<file path="src/rtl/xor_parity_frame_pkg.sv">
// Shared types and helpers for the streaming XOR parity stage.
package xor_pkg;

  typedef enum logic {
    S_ACCUM = 1'b0,
    S_EMIT  = 1'b1
  } xor_par_state_t;

  localparam int unsigned XOR_FRM_CNT_W = 8;

  // Bit-counter width able to hold 0..frame_len; never narrower than 1 bit.
  function automatic int unsigned xor_cnt_width(input int unsigned frame_len);
    return (frame_len < 1) ? 1 : $clog2(frame_len + 1);
  endfunction

endpackage

</file>
<file path="src/rtl/xor_parity_frame_ctr.sv">
// Frame bit counter with a registered terminal-count flag.
// XOR_PARITY_CHECK_EN moves the terminal count out by one to cover the received parity bit.
module parity_frame_ctr
  import xor_pkg::*;
#(
  parameter int unsigned FRAME_LEN = 8
) (
  input  logic clk,
  input  logic rst,
  input  logic inc,
  input  logic clr,
  output logic tc
);

  localparam int unsigned CNT_W = xor_cnt_width(FRAME_LEN);
`ifdef XOR_PARITY_CHECK_EN
  localparam int unsigned TC_VAL = FRAME_LEN;
`else
  localparam int unsigned TC_VAL = FRAME_LEN - 1;
`endif
  localparam logic TC_AT_ZERO = (TC_VAL == 0);

  logic [CNT_W-1:0] cnt;
  logic [CNT_W-1:0] cnt_n;

  always_comb begin
    cnt_n = cnt;
    if (clr) begin
      cnt_n = '0;
    end else if (inc) begin
      cnt_n = cnt + CNT_W'(1);
    end
  end

  // tc is registered from the next count so it is valid in the same cycle as cnt.
  always_ff @(posedge clk) begin
    if (rst) begin
      cnt <= '0;
      tc  <= TC_AT_ZERO;
    end else begin
      cnt <= cnt_n;
      tc  <= (cnt_n == CNT_W'(TC_VAL));
    end
  end

endmodule

</file>
<file path="src/rtl/xor_parity_frame.sv">
// Streaming parity stage: running XOR over FRAME_LEN bits, one parity per frame over valid/ready.
// Build with XOR_PARITY_CHECK_EN to check a trailing received parity bit instead of generating one.
module xor_parity_frame
  import xor_pkg::*;
#(
  parameter int unsigned FRAME_LEN = 8,
  parameter int unsigned ODD       = 0
) (
  input  logic                     clk,
  input  logic                     rst,
  input  logic                     in_valid,
  output logic                     in_ready,
  input  logic                     in_bit,
  output logic                     par_valid,
  input  logic                     par_ready,
  output logic                     par_bit,
  output logic [XOR_FRM_CNT_W-1:0] frm_cnt
);

  localparam logic ODD_BIT = 1'(ODD);

  xor_par_state_t           state;
  xor_par_state_t           state_n;
  logic                     acc;
  logic                     acc_n;
  logic                     res_n;
  logic [XOR_FRM_CNT_W-1:0] frm_cnt_n;
  logic                     in_ready_n;
  logic                     par_valid_n;
  logic                     in_xfer;
  logic                     par_xfer;
  logic                     tc;

  assign in_xfer  = in_valid && in_ready;
  assign par_xfer = par_valid && par_ready;

  parity_frame_ctr #(
    .FRAME_LEN(FRAME_LEN)
  ) u_ctr (
    .clk(clk),
    .rst(rst),
    .inc(in_xfer),
    .clr(par_xfer),
    .tc (tc)
  );

  // Next-state and next-output decode.
  always_comb begin
    state_n   = state;
    acc_n     = acc;
    res_n     = par_bit;
    frm_cnt_n = frm_cnt;
    unique case (state)
      S_ACCUM: begin
        if (in_valid) begin
          acc_n = acc ^ in_bit;
          if (tc) begin
            res_n   = acc ^ in_bit ^ ODD_BIT;
            state_n = S_EMIT;
          end
        end
      end
      S_EMIT: begin
        if (par_ready) begin
          acc_n     = 1'b0;
          frm_cnt_n = frm_cnt + XOR_FRM_CNT_W'(1);
          state_n   = S_ACCUM;
        end
      end
      default: state_n = S_ACCUM;
    endcase
    in_ready_n  = (state_n == S_ACCUM);
    par_valid_n = (state_n == S_EMIT);
  end

  // State and registered outputs; reset wins over any transfer.
  always_ff @(posedge clk) begin
    if (rst) begin
      state     <= S_ACCUM;
      acc       <= 1'b0;
      par_bit   <= 1'b0;
      frm_cnt   <= '0;
      in_ready  <= 1'b1;
      par_valid <= 1'b0;
    end else begin
      state     <= state_n;
      acc       <= acc_n;
      par_bit   <= res_n;
      frm_cnt   <= frm_cnt_n;
      in_ready  <= in_ready_n;
      par_valid <= par_valid_n;
    end
  end

endmodule

</file>
<file path="config.mk">
export PLATFORM = sky130hd
export DESIGN_NAME = xor_parity_frame
export DESIGN_NICKNAME = d
export VERILOG_FILES = /design/src/rtl/xor_parity_frame_pkg.sv /design/src/rtl/xor_parity_frame_ctr.sv /design/src/rtl/xor_parity_frame.sv
export SDC_FILE = /design/constraint.sdc
export NUM_CORES = 1
export LEC_CHECK = 0
export BUFFER_PORTS_ARGS = -buffer_cell sky130_fd_sc_hd__buf_2
export CAP_MARGIN = 10
export CORE_MARGIN = 2
export CORE_UTILIZATION = 50
export DETAILED_ROUTE_END_ITERATION = 10
export PLACE_DENSITY = 0.82
export SKIP_CTS_REPAIR_TIMING = 1
export SYNTH_ARGS = -nofsm -noshare
export SYNTH_HDL_FRONTEND = slang
export SYNTH_HIERARCHICAL = 1
export SYNTH_SLANG_ARGS = --single-unit
</file>
<file path="constraint.sdc">
create_clock -name clk -period 1.4 [get_ports clk]
set_input_delay 0.14 -clock clk [delete_from_list [all_inputs] [get_ports clk]]
set_output_delay 0.14 -clock clk [all_outputs]
set_load 0.03 [all_outputs]
</file>
* Word level (Yosys, flattened, before mapping)
Cells that the tools add are included.
** Word-level totals
- Bits in registers :: 17
- Output and inout port bits :: 11
** Cells by class
- Add/subtract/negate cells :: 2
- Equal/unequal tests :: 3
- Multiplexer cells :: 9
- Bitwise gates (word level) :: 3
- Reduce and logical (&&, ||, !) cells :: 5
** Operator list (number)
- 8-bit by 1-bit adder with 8-bit output (second input constant) :: 1
- 4-bit two-way mux :: 2
- 1-bit two-way mux :: 5
- 4-bit by 1-bit adder with 4-bit output (second input constant) :: 1
- 4-bit by 3-bit equality test with 1-bit output (second input constant) :: 1
- 2-bit inequality test (second input constant) :: 2
- 1-bit one-hot mux with 2 select lines :: 2
- 2-bit AND reduction :: 2
- 3-bit AND reduction :: 1
- 1-bit logical AND :: 2
- 1-bit inverter :: 2
- 1-bit XOR :: 1

* Depth between registers and ports, before layout
Gate-level depths: netlist of run 1.
- Word-level depth :: 4
- Depth in mapped cells :: 5

* By module
The synthesis of run 1 kept the hierarchy.
** By module, submodules not included
- xor_parity_frame :: times used 1, cells an instance 58, area each 510.5 µm², seq. area each 240.2 µm²
- parity_frame_ctr :: times used 1, cells an instance 22, area each 222.7 µm², seq. area each 100.1 µm²

* Worst setup path before layout of run 1
Ideal clock, no wire load.
- Path kind :: register -> register
- Start :: reg frm_cnt[0]
- End :: reg frm_cnt[6]
- Library setup time :: 71 ps
- Arrival time :: 1447 ps
- Path slack :: -117 ps
- Stages on the path, launching flop included :: 5
- Path buffers :: 0
- Clock period less this slack :: 1517 ps
- Cell sequence :: dfxtp_1 > ha_1 > inv_1 > or4_1 > a21oi_1
** Between the ends
- Word-level cells in the longest chain between the ends :: 1
** RTL lines
- from (decl) :: RTL line xor_parity_frame.sv:17 : output logic [XOR_FRM_CNT_W-1:0] frm_cnt
- from (signal assigned) :: RTL line xor_parity_frame.sv:89 : frm_cnt <= frm_cnt_n;
- 8-bit by 1-bit adder with 8-bit output :: RTL line xor_parity_frame.sv:66 : frm_cnt_n = frm_cnt + XOR_FRM_CNT_W'(1);
No other way between the ends.
A chain may end at the register's enable or synchronous reset.

* Final worst setup path of run 1
Same ends and word-level chain as after synthesis.

==> summary.txt, run 1 <==
Status
  • Outcome: completed

Power and ir drop
  • P_leak: 0.3460 nW
  • Power Density: 935.8 nW/um^2
  • Total power: ~800 uW
  • Maximum VDD drop: ~0.75 mV

Min path
  • Hold crit path type: input pin to flip-flop

Detailed routing
  • DRT antenna net count: 0
  • DR vias: a little over 600
  • 1st-pass router iterations: 4
  • Drc violations: 0
  • Vias/cell: about 5.4
  • Starting DRT DRC Count: 3
  • Total Wirelength: roughly 1.3 mm
  • Routed len/inst: between 10 and 15 um

Global routing
  • Pin count of the biggest net entering global routing: 13
  • Initial antenna violation count: 0
  • Global-route wire length before repair: roughly 2.2 mm
  • Total track usage: around 17%
  • Number of global-route vias before repair: 550
  • Gr ovfl total: 0

Timing
  • Least-Margin Pin Slew: 246.2 ps
  • Total Neg Setup Slack: 0 ps
  • RSZ-0062 raised after global routing: no
  • Period utilization: between 90% and 100%
  • Max Clock Freq: between 700 and 800 MHz
  • Worst relative slew slack: between 80% and 90%
  • # setup viols final: 0
  • Final hold violation count: 0
  • Final slew viol count: 0
  • Fin crit period: between 1000 and 1500 ps
  • Setup Skew: between 7 and 8 ps

Floorplanning
  • Core ar.: approximately 1300 um^2
  • Die Wd: 42.30 um
  • Die Span Y: roughly 42 um
  • # IOs: 16
  • FP Rows: 13
  • Die area: ~1800 um^2
  • Initial Util: 54.97%

Synth
  • Library cells used by synthesis: 30
  • Post-Synthesis Net Count: 87
  • Syn Inst Count: 80
  • Synth Cell Area: between 700 and 800 um^2
  • Post-Syn Area per Cell: roughly 9.2 um^2
  • Post-synthesis register bit count: 17
  • Ys Warns: 6
  • Post-synthesis sequential area ratio: between 40% and 50%

Finish
  • Share of layout cells above drive strength 1: a little over a quarter
  • Layout area overhead: 16.55%
  • NumNets Final: between 100 and 150
  • Most frequent cells in the layout: buf_2, dfxtp_1, nand2_1, a21oi_1, nor2_1
  • Final Util: about 64%
  • Number of diodes: 0
  • Most common cell after layout, fill and taps aside: buf_2

Critical path
  • Setup crit end kind: flip-flop
  • CP Class: flip-flop to flip-flop
  • Critical-path maximum fanout: 5
  • Critical Path RT: 1630 ps
  • Worst path arrival time: ~1600 ps
  • Startpoint Class: flip-flop

Clocking
  • Htree depth: 1
  • CTS buffer count: 3
  • Worst-Skew Late Latency: ~290 ps
  • Clock buffer depth: 2
  • Sink Count: 17
  • Worst-path clk slew: about 100 ps
  • CTS tree: built
  • Clk root buf: clkbuf_4

Placement
  • Final GP Congestion: 0.7308
  • # port buffers: 15
  • HPWL after detailed placement: about 970 um

Flow run
  • Max Cap Violations: 0
[final timing paths]
| check | depth (start not counted) | to | slack [ps] | startpoint |
|---|---|---|---|---|
| worst max-delay path | 4 | frm_cnt[6]$_SDFFE_PP0P_ | 70 | frm_cnt[0]$_SDFFE_PP0P_ |
| worst min-delay path | 2 | frm_cnt[6]$_SDFFE_PP0P_ | 160 | rst |
| worst max register to register | 4 | frm_cnt[6]$_SDFFE_PP0P_ | 70 | frm_cnt[0]$_SDFFE_PP0P_ |
| worst min register to register | 2 | frm_cnt[7]$_SDFFE_PP0P_ | 490 | frm_cnt[7]$_SDFFE_PP0P_ |
[state kept, by name, summed over array words and instances, names as in the netlist]
name,count
acc,1
u_ctr/cnt,4
state,1
par_bit,1
u_ctr/tc,1
in_ready,1
frm_cnt,8
[Yosys cell counts]
cell	number	area (um^2)
o21ai_0	3	15.01
a311oi_1	1	8.760
nor2_1	5	18.77
or3_1	2	12.51
and2_0	1	6.260
nand4_1	3	18.77
xor2_1	3	26.28
or2_1	1	6.260
dfxtp_1	17	340.3
a31oi_1	1	6.260
mux2i_1	1	10.01
a21oi_1	8	40.04
ha_1	2	25.02
nand3b_1	2	15.01
or4_1	2	15.01
buf_6	1	11.26
and4b_1	1	10.01
o31ai_1	2	15.01
nand2b_1	2	12.51
inv_1	3	11.26
a21bo_1	1	10.01
nand3_1	3	15.01
a21oi_2	1	8.760
o22ai_1	1	6.260
xnor2_1	2	17.52
clkbuf_1	1	3.750
and2_1	1	6.260
or2b_1	1	7.510
or3_2	1	7.510
nand2_1	7	26.28
[through the flow]
| stage | std cells | area, um^2 | hold WS (ps) | setup slack, ps |
|---|---|---|---|---|
| final | 113 | 854.6 | 164.9 | 70.15 |
| after CTS | 113 | 850.8 | 152.4 | 75.23 |
| after global routing | 113 | 854.6 | 165.3 | 4.306 |
| after floorplan | 80 | 737.0 | 213.3 | 28.84 |
| after global placement | 109 | 823.3 | 455.1 | 138.8 |
| after detailed placement | 109 | 823.3 | 467.8 | 94.70 |
[worst max-delay path: stages (launching register included)]
cell and delay, ps:
dfxtp_2 370, ha_1 170, inv_1 70, or4_1 520, a21oi_2 140
[cell families after synthesis]
family	count (synthesis)	synth area share (%)
XOR/XNOR	5	5.974
buffers and inverters	5	3.583
flip-flops	17	46.42
adder cells (fa/ha/maj)	2	3.412
multiplexers	1	1.365
AND/OR/NAND/NOR	32	24.23
AO/OA/AOI/OAI	18	15.02
[where the power goes]
part	internal [mW]	leakage (nW)	switching (mW)	total, mW
clock	0.106	0.0177	0.148	0.254
sequential	0.491	0.139	0.00875	0.500
combinational	0.0196	0.189	0.0259	0.0454
total	0.617	0.346	0.183	0.800
[layout make-up]
class                      count  area, um^2
clock buffer                   3       22.52
inverter                       3       11.26
multi-input combinational     58       370.4
tap                           15       18.77
clock inverter                 1       5.005
fill                         116       479.2
sequential                    17       344.1
timing repair buffer          16       82.58
[metal layers]
metal	routed length, um	vias to the layer above	GRT usage, %
met1	618	272	20.32
met4	17	0	6.875
li1	-	323	-
met3	68	2	6.466
met2	612	13	25.54
met5	0	-	0
Note: power is estimated with default switching activity, not from simulation.
==> inputs of run 2 (changes only) <==
--- a/config.mk
+++ b/config.mk
@@ -8,9 +8,10 @@
 export BUFFER_PORTS_ARGS = -buffer_cell sky130_fd_sc_hd__buf_2
 export CAP_MARGIN = 10
 export CORE_MARGIN = 2
-export CORE_UTILIZATION = 50
+export CORE_UTILIZATION = 54
+export CTS_BUF_LIST = sky130_fd_sc_hd__clkbuf_8
 export DETAILED_ROUTE_END_ITERATION = 10
-export PLACE_DENSITY = 0.82
+export PLACE_DENSITY = 0.87
 export SKIP_CTS_REPAIR_TIMING = 1
 export SYNTH_ARGS = -nofsm -noshare
 export SYNTH_HDL_FRONTEND = slang
==> run 2 against run 1 <==
Effect of this change: power grew 11%; wire length down 1.9%; clock skew down 4.6 ps; global-route usage is 1.6 points higher; core utilization is 3.5 points higher; cell count did not move; combinational power is 2% lower; via count shrank 2.0%; maximum frequency grew 2.1%.
==> summary.txt, run 2 (synthesis results as in run 1) <==
Status
  • Outcome: completed (unchanged)

Timing
  • RSZ-0062 raised after global routing: no (unchanged)
  • Final slew viol count: 0 (unchanged)
  • Worst relative slew slack: 83.19% (was 83.44%)
  • Final hold violation count: 0 (unchanged)
  • # setup viols final: 0 (unchanged)
  • Final setup margin: 97.22 ps (was 70.15 ps)
  • Period utilization: 93.06% (was 94.99%)
  • Least-Margin Pin Slew: 252.1 ps (was 246.2 ps)
  • Max Clock Freq: 767.6 MHz (was 752.0 MHz)
  • Fin crit period: 1303 ps (was 1330 ps)
  • Setup Skew: 2.654 ps (was 7.239 ps)
  • Total Neg Setup Slack: 0 ps (unchanged)

Critical path
  • Critical Path RT: 1580 ps (was 1630 ps)
  • Crit-path slowest cell: or4_1 (unchanged)
  • Worst path arrival time: 1480 ps (was 1560 ps)
  • CP Class: flip-flop to flip-flop (unchanged)
  • CP max stage delay: 500 ps (was 520 ps)
  • Setup crit end kind: flip-flop (unchanged)
  • CP cell instances: ha_1 -> inv_1 -> or4_1 -> a21oi_1 (was ha_1 -> inv_1 -> or4_1 -> a21oi_2)
  • Startpoint Class: flip-flop (unchanged)
  • Critical-path maximum fanout: 5 (unchanged)

Detailed routing
  • DRT antenna net count: 0 (unchanged)
  • 1st-pass router iterations: 4 (unchanged)
  • Routed len/inst: 11.43 um (was 11.65 um)
  • Vias/cell: 5.292 (was 5.398)
  • DR vias: 598 (was 610)
  • Starting DRT DRC Count: 9 (was 3)
  • Drc violations: 0 (unchanged)
  • Total Wirelength: 1.292 mm (was 1.317 mm)

Finish
  • Filler cell count: 111 (was 116)
  • Share of layout cells above drive strength 1: 24.49% (was 26.53%)
  • Largest regs: frm_cnt (8), u_ctr/cnt (4) (unchanged)
  • Number of diodes: 0 (unchanged)
  • NumNets Final: 106 (unchanged)
  • Most frequent cells in the layout: buf_2, dfxtp_1, a21oi_1 (was buf_2, dfxtp_1, nand2_1, a21oi_1, nor2_1)
  • Final Util: 67.58% (was 64.07%)
  • Largest Register: frm_cnt (unchanged)
  • Layout area overhead: 18.43% (was 16.55%)
  • Number of flip-flops in the largest register: 8 (unchanged)
  • Most common cell after layout, fill and taps aside: buf_2 (unchanged)

Power and ir drop
  • Power Density: 1027 nW/um^2 (was 935.8 nW/um^2)
  • P_leak: 0.3553 nW (was 0.3460 nW)
  • Total power: 891.6 uW (was 799.7 uW)
  • Maximum VDD drop: 0.7058 mV (was 0.7472 mV)

Clocking
  • Worst-path clk slew: 60 ps (was 100 ps)
  • Clock buffer depth: 2 (unchanged)
  • Sink Count: 17 (unchanged)
  • CTS buffer count: 3 (unchanged)
  • Worst-Skew Late Latency: 240 ps (was 290 ps)
  • CTS tree: built (unchanged)
  • Htree depth: 1 (unchanged)
  • Clk root buf: clkbuf_8 (was clkbuf_4)

Flow run
  • Max Cap Violations: 0 (unchanged)

Floorplanning
  • Initial Util: 57.06% (was 54.97%)
  • # IOs: 16 (unchanged)
  • Die Span Y: 40.85 um (was 42.30 um)
  • Die area: 1669 um^2 (was 1789 um^2)
  • Core ar.: 1285 um^2 (was 1334 um^2)
  • FP Rows: 13 (unchanged)
  • Die Wd: 40.85 um (was 42.30 um)

Placement
  • Final GP Congestion: 0.6720 (was 0.7308)
  • Post-Place Setup Slack: 109.4 ps (was 94.70 ps)
  • # port buffers: 15 (unchanged)

Global routing
  • Pin count of the biggest net entering global routing: 13 (unchanged)
  • Gr ovfl total: 0 (unchanged)
  • Total track usage: 18.08% (was 16.50%)
  • Initial antenna violation count: 0 (unchanged)
  • Number of global-route vias before repair: 448 (was 550)
  • Global-route wire length before repair: 1.925 mm (was 2.228 mm)

Min path
  • Hold crit path type: input pin to flip-flop (unchanged)
run 2: cell types whose count changed in the layout (fill, tap and decap cells not counted), sizes merged:
cell    delta
clkinv     -1
inv        +1
run 2: worst max-delay path, delay by kind of cell (launching register included):
kind                     cells  cell delay [ps]
flip-flops                   1              360
buffers and inverters        1               60
AND/OR/NAND/NOR              1              500
adder cells (fa/ha/maj)      1              170
AO/OA/AOI/OAI                1              140
run 2: layer usage:
metal | share of wire [%] | track usage [%] | wire (um)
met1 | 49 | 21.93 | 630
met2 | 46 | 26.95 | 589
met3 | 4.6 | 5.435 | 59
met4 | 0.93 | 12.50 | 12
met5 | 0 | 0 | 0
run 2: final timing paths:
kind	cells past startpoint	start	slack (ps)	endpoint
setup / recovery	4	frm_cnt[0]$_SDFFE_PP0P_	100	frm_cnt[6]$_SDFFE_PP0P_
hold / removal	2	rst	210	frm_cnt[1]$_SDFFE_PP0P_
setup reg to reg	4	frm_cnt[0]$_SDFFE_PP0P_	100	frm_cnt[6]$_SDFFE_PP0P_
hold reg to reg	2	frm_cnt[7]$_SDFFE_PP0P_	490	frm_cnt[7]$_SDFFE_PP0P_
run 2: power by group:
part           internal [mW]  switching (mW)
sequential             0.492         0.00886
combinational         0.0194          0.0250
clock                  0.194           0.152
run 2: layout make-up:
| type | instances | area [um^2] | area share [%] |
|---|---|---|---|
| multi-input combinational | 58 | 366.6 | 42.22 |
| sequential | 17 | 344.1 | 39.63 |
| timing repair buffer | 16 | 82.58 | 9.510 |
| clock buffer | 3 | 41.29 | 4.755 |
| tap | 15 | 18.77 | 2.161 |
| inverter | 3 | 11.26 | 1.297 |
| clock inverter | 1 | 3.754 | 0.4323 |
run 2: per-stage QoR:
stage,std cells,hold WS [ps],area (um^2)
after detailed placement,109,466.6,823.3
after CTS,113,205.6,868.3
after global placement,109,455.1,823.3
final,113,215.0,868.3
after floorplan,80,213.3,737.0
after global routing,113,220.7,868.3
==> inputs of run 3 (changes only) <==
==> constraint.sdc (replaced) <==
create_clock -name clk -period 1.4 [get_ports clk]
set_input_delay 0.21 -clock clk [delete_from_list [all_inputs] [get_ports clk]]
set_output_delay 0.21 -clock clk [all_outputs]
set_load 0.03 [all_outputs]
==> run 3 against run 2 <==
Effect of this change: cell count unchanged; hold slack better by 62 ps; core utilization up 0.19 points; clock power about the same; clock skew up 1.8 ps; final area up 0.29%.
==> summary.txt, run 3 (synthesis results as in run 1) <==
Status
  • Outcome: completed (unchanged)

Placement
  • Final GP Congestion: 0.6698 (was 0.6720)
  • # port buffers: 15 (unchanged)
  • Placed cell areas: 823.3 um^2 (unchanged)
  • Placed Cells: 109 (unchanged)
  • HPWL after detailed placement: approximately 1.0 mm
  • Post-Place Setup Slack: 96.11 ps (was 109.4 ps)

Global routing
  • Gr ovfl total: 0 (unchanged)
  • Routing usage on met3: 3.261% (was 5.435%)
  • Pin count of the biggest net entering global routing: 13 (unchanged)
  • GR peak layer: met2 (unchanged)
  • Number of global-route vias before repair: 496 (was 448)
  • Total track usage: 19.12% (was 18.08%)
  • Global-route wire length before repair: 2.056 mm (was 1.925 mm)
  • M1 GR Usage: 21.00% (was 21.93%)
  • GR Util met2: 33.20% (was 26.95%)
  • Initial antenna violation count: 0 (unchanged)

Timing
  • Fin Hold WS: 276.8 ps (was 215.0 ps)
  • Total Neg Setup Slack: 0 ps (unchanged)
  • Final hold violation count: 0 (unchanged)
  • Final setup margin: 90.59 ps (was 97.22 ps)
  • Period utilization: 93.53% (was 93.06%)
  • Setup Skew: 4.488 ps (was 2.654 ps)
  • Final slew viol count: 0 (unchanged)
  • RSZ-0062 raised after global routing: no (unchanged)
  • Max Clock Freq: 763.7 MHz (was 767.6 MHz)
  • Fin crit period: 1309 ps (was 1303 ps)
  • Worst relative slew slack: 83.98% (was 83.19%)
  • Least-Margin Pin Slew: 240.4 ps (was 252.1 ps)
  • # setup viols final: 0 (unchanged)

Power and ir drop
  • Comb power frac: 5.0% (about the same)
  • Total power: 888.9 uW (was 891.6 uW)
  • Power Internal: 703.3 uW (was 705.3 uW)
  • Sw frac: 20.88% (was 20.90%)
  • Maximum VDD drop: 0.6538 mV (was 0.7058 mV)
  • Power Density: 1021 nW/um^2 (was 1027 nW/um^2)
  • P_leak: 0.3556 nW (was 0.3553 nW)
  • P_sw: 185.6 uW (was 186.4 uW)
  • Clk pwr share: 38.9% (about the same)
  • Sequential fraction of design power: 56.1% (was 56.2%)

Finish
  • Sequential Area: 346.6 um^2 (was 344.1 um^2)
  • Multi-input logic area: 366.6 um^2 (unchanged)
  • Largest regs: frm_cnt (8), u_ctr/cnt (4) (unchanged)
  • NumNets Final: 106 (unchanged)
  • Filler cell count: 120 (was 111)
  • Share of layout cells above drive strength 1: 24.49% (unchanged)
  • Number of flip-flops in the largest register: 8 (unchanged)
  • Finished Layout Cells: 113 (unchanged)
  • Largest Register: frm_cnt (unchanged)
  • Most common cell after layout, fill and taps aside: buf_2 (unchanged)
  • Post-route design area: 870.8 um^2 (was 868.3 um^2)
  • Final Util: 67.77% (was 67.58%)
  • Number of diodes: 0 (unchanged)
  • Most frequent cells in the layout: buf_2, dfxtp_1, a21oi_1 (unchanged)
  • Layout area overhead: 18.77% (was 18.43%)

Floorplanning
  • Die area: 1669 um^2 (unchanged)
  • Initial Util: 57.06% (unchanged)
  • Core ar.: 1285 um^2 (unchanged)
  • FP Rows: 13 (unchanged)
  • Die Wd: 40.85 um (unchanged)
  • Die Span Y: 40.85 um (unchanged)
  • # IOs: 16 (unchanged)

Critical path
  • Total buffers and inverters traversed by the critical path: 1 (unchanged)
  • CP Class: flip-flop to flip-flop (unchanged)
  • Crit path max-delay family: simple AND/OR/NAND/NOR gates (unchanged)
  • R2R depth: 4 (unchanged)
  • CP max stage delay: 490 ps (was 500 ps)
  • Setup crit end kind: flip-flop (unchanged)
  • Startpoint Class: flip-flop (unchanged)
  • FF-to-FF Start: frm_cnt[0]$_SDFFE_PP0P_ (unchanged)
  • R2R Setup Slk: 90 ps (was 100 ps)
  • Critical-path maximum fanout: 5 (unchanged)
  • Critical Path RT: 1580 ps (about the same)
  • Worst path arrival time: 1490 ps (was 1480 ps)
  • Crit-path slowest cell: or4_1 (unchanged)
  • R2R Path End: frm_cnt[6]$_SDFFE_PP0P_ (unchanged)
  • CP Launch Point: frm_cnt[0]$_SDFFE_PP0P_ (unchanged)
  • CP cell instances: ha_1 -> inv_1 -> or4_1 -> a21oi_1 (unchanged)

Clocking
  • Htree depth: 1 (unchanged)
  • Worst-path clk slew: 60 ps (about the same)
  • CTS tree: built (unchanged)
  • Sink Count: 17 (unchanged)
  • Clk root buf: clkbuf_8 (unchanged)
  • CTS buffer count: 3 (unchanged)
  • Worst-Skew Late Latency: 240 ps (about the same)
  • Clock buffer depth: 2 (unchanged)

Detailed routing
  • Starting DRT DRC Count: 13 (was 9)
  • DR vias: 632 (was 598)
  • Drc violations: 0 (unchanged)
  • DRT antenna net count: 0 (unchanged)
  • Total Wirelength: 1.359 mm (was 1.292 mm)
  • Routed len/inst: 12.03 um (was 11.43 um)
  • 1st-pass router iterations: 4 (unchanged)
  • Vias/cell: 5.593 (was 5.292)

Min path
  • Worst hold stages: 2 (unchanged)
  • Worst-case hold path end point: frm_cnt[1]$_SDFFE_PP0P_ (unchanged)
  • Worst Hold Launch: rst (unchanged)
  • Hold crit path type: input pin to flip-flop (unchanged)

Flow run
  • Max Cap Violations: 0 (unchanged)
[run 3: power groups by stage]
stage | logic [mW] | registers [mW] | clock network [mW]
floorplan | 0.0328 | 0.510 | 0
global placement | 0.0430 | 0.511 | 0
detailed placement | 0.0445 | 0.511 | 0
CTS | 0.0446 | 0.501 | 0.354
global route | 0.0497 | 0.500 | 0.375
finish | 0.0441 | 0.499 | 0.346
[run 3: layout make-up]
cell class,instances,area share [%]
Timing Repair Buffer,16,9.483
Sequential cell,17,39.80
Multi-Input combinational cell,58,42.10
Clock buffer,3,4.741
Inverter,3,1.293
Clock inverter,1,0.4310
Tap cell,15,2.155
[run 3: how the worst max path moves through the flow]
| stage | end | slack (ps) | cells after the start |
|---|---|---|---|
| finish | frm_cnt[6]$_SDFFE_PP0P_ | 90 | 4 |
| global route | frm_cnt[6]$_SDFFE_PP0P_ | 4 | 4 |
| CTS | frm_cnt[6]$_SDFFE_PP0P_ | 70 | 4 |
| detailed placement | frm_cnt[6]$_SDFFE_PP0P_ | 100 | 4 |
| global placement | frm_cnt[6]$_SDFFE_PP0P_ | 140 | 4 |
| floorplan | frm_cnt[6]$_SDFFE_PP0P_ | 30 | 4 |
[run 3: routing by layer]
metal  wire [um]  part of all wire (%)
met1         619                    46
met2         675                    50
met3          52                   3.8
met4          11                  0.81
met5           0                     0
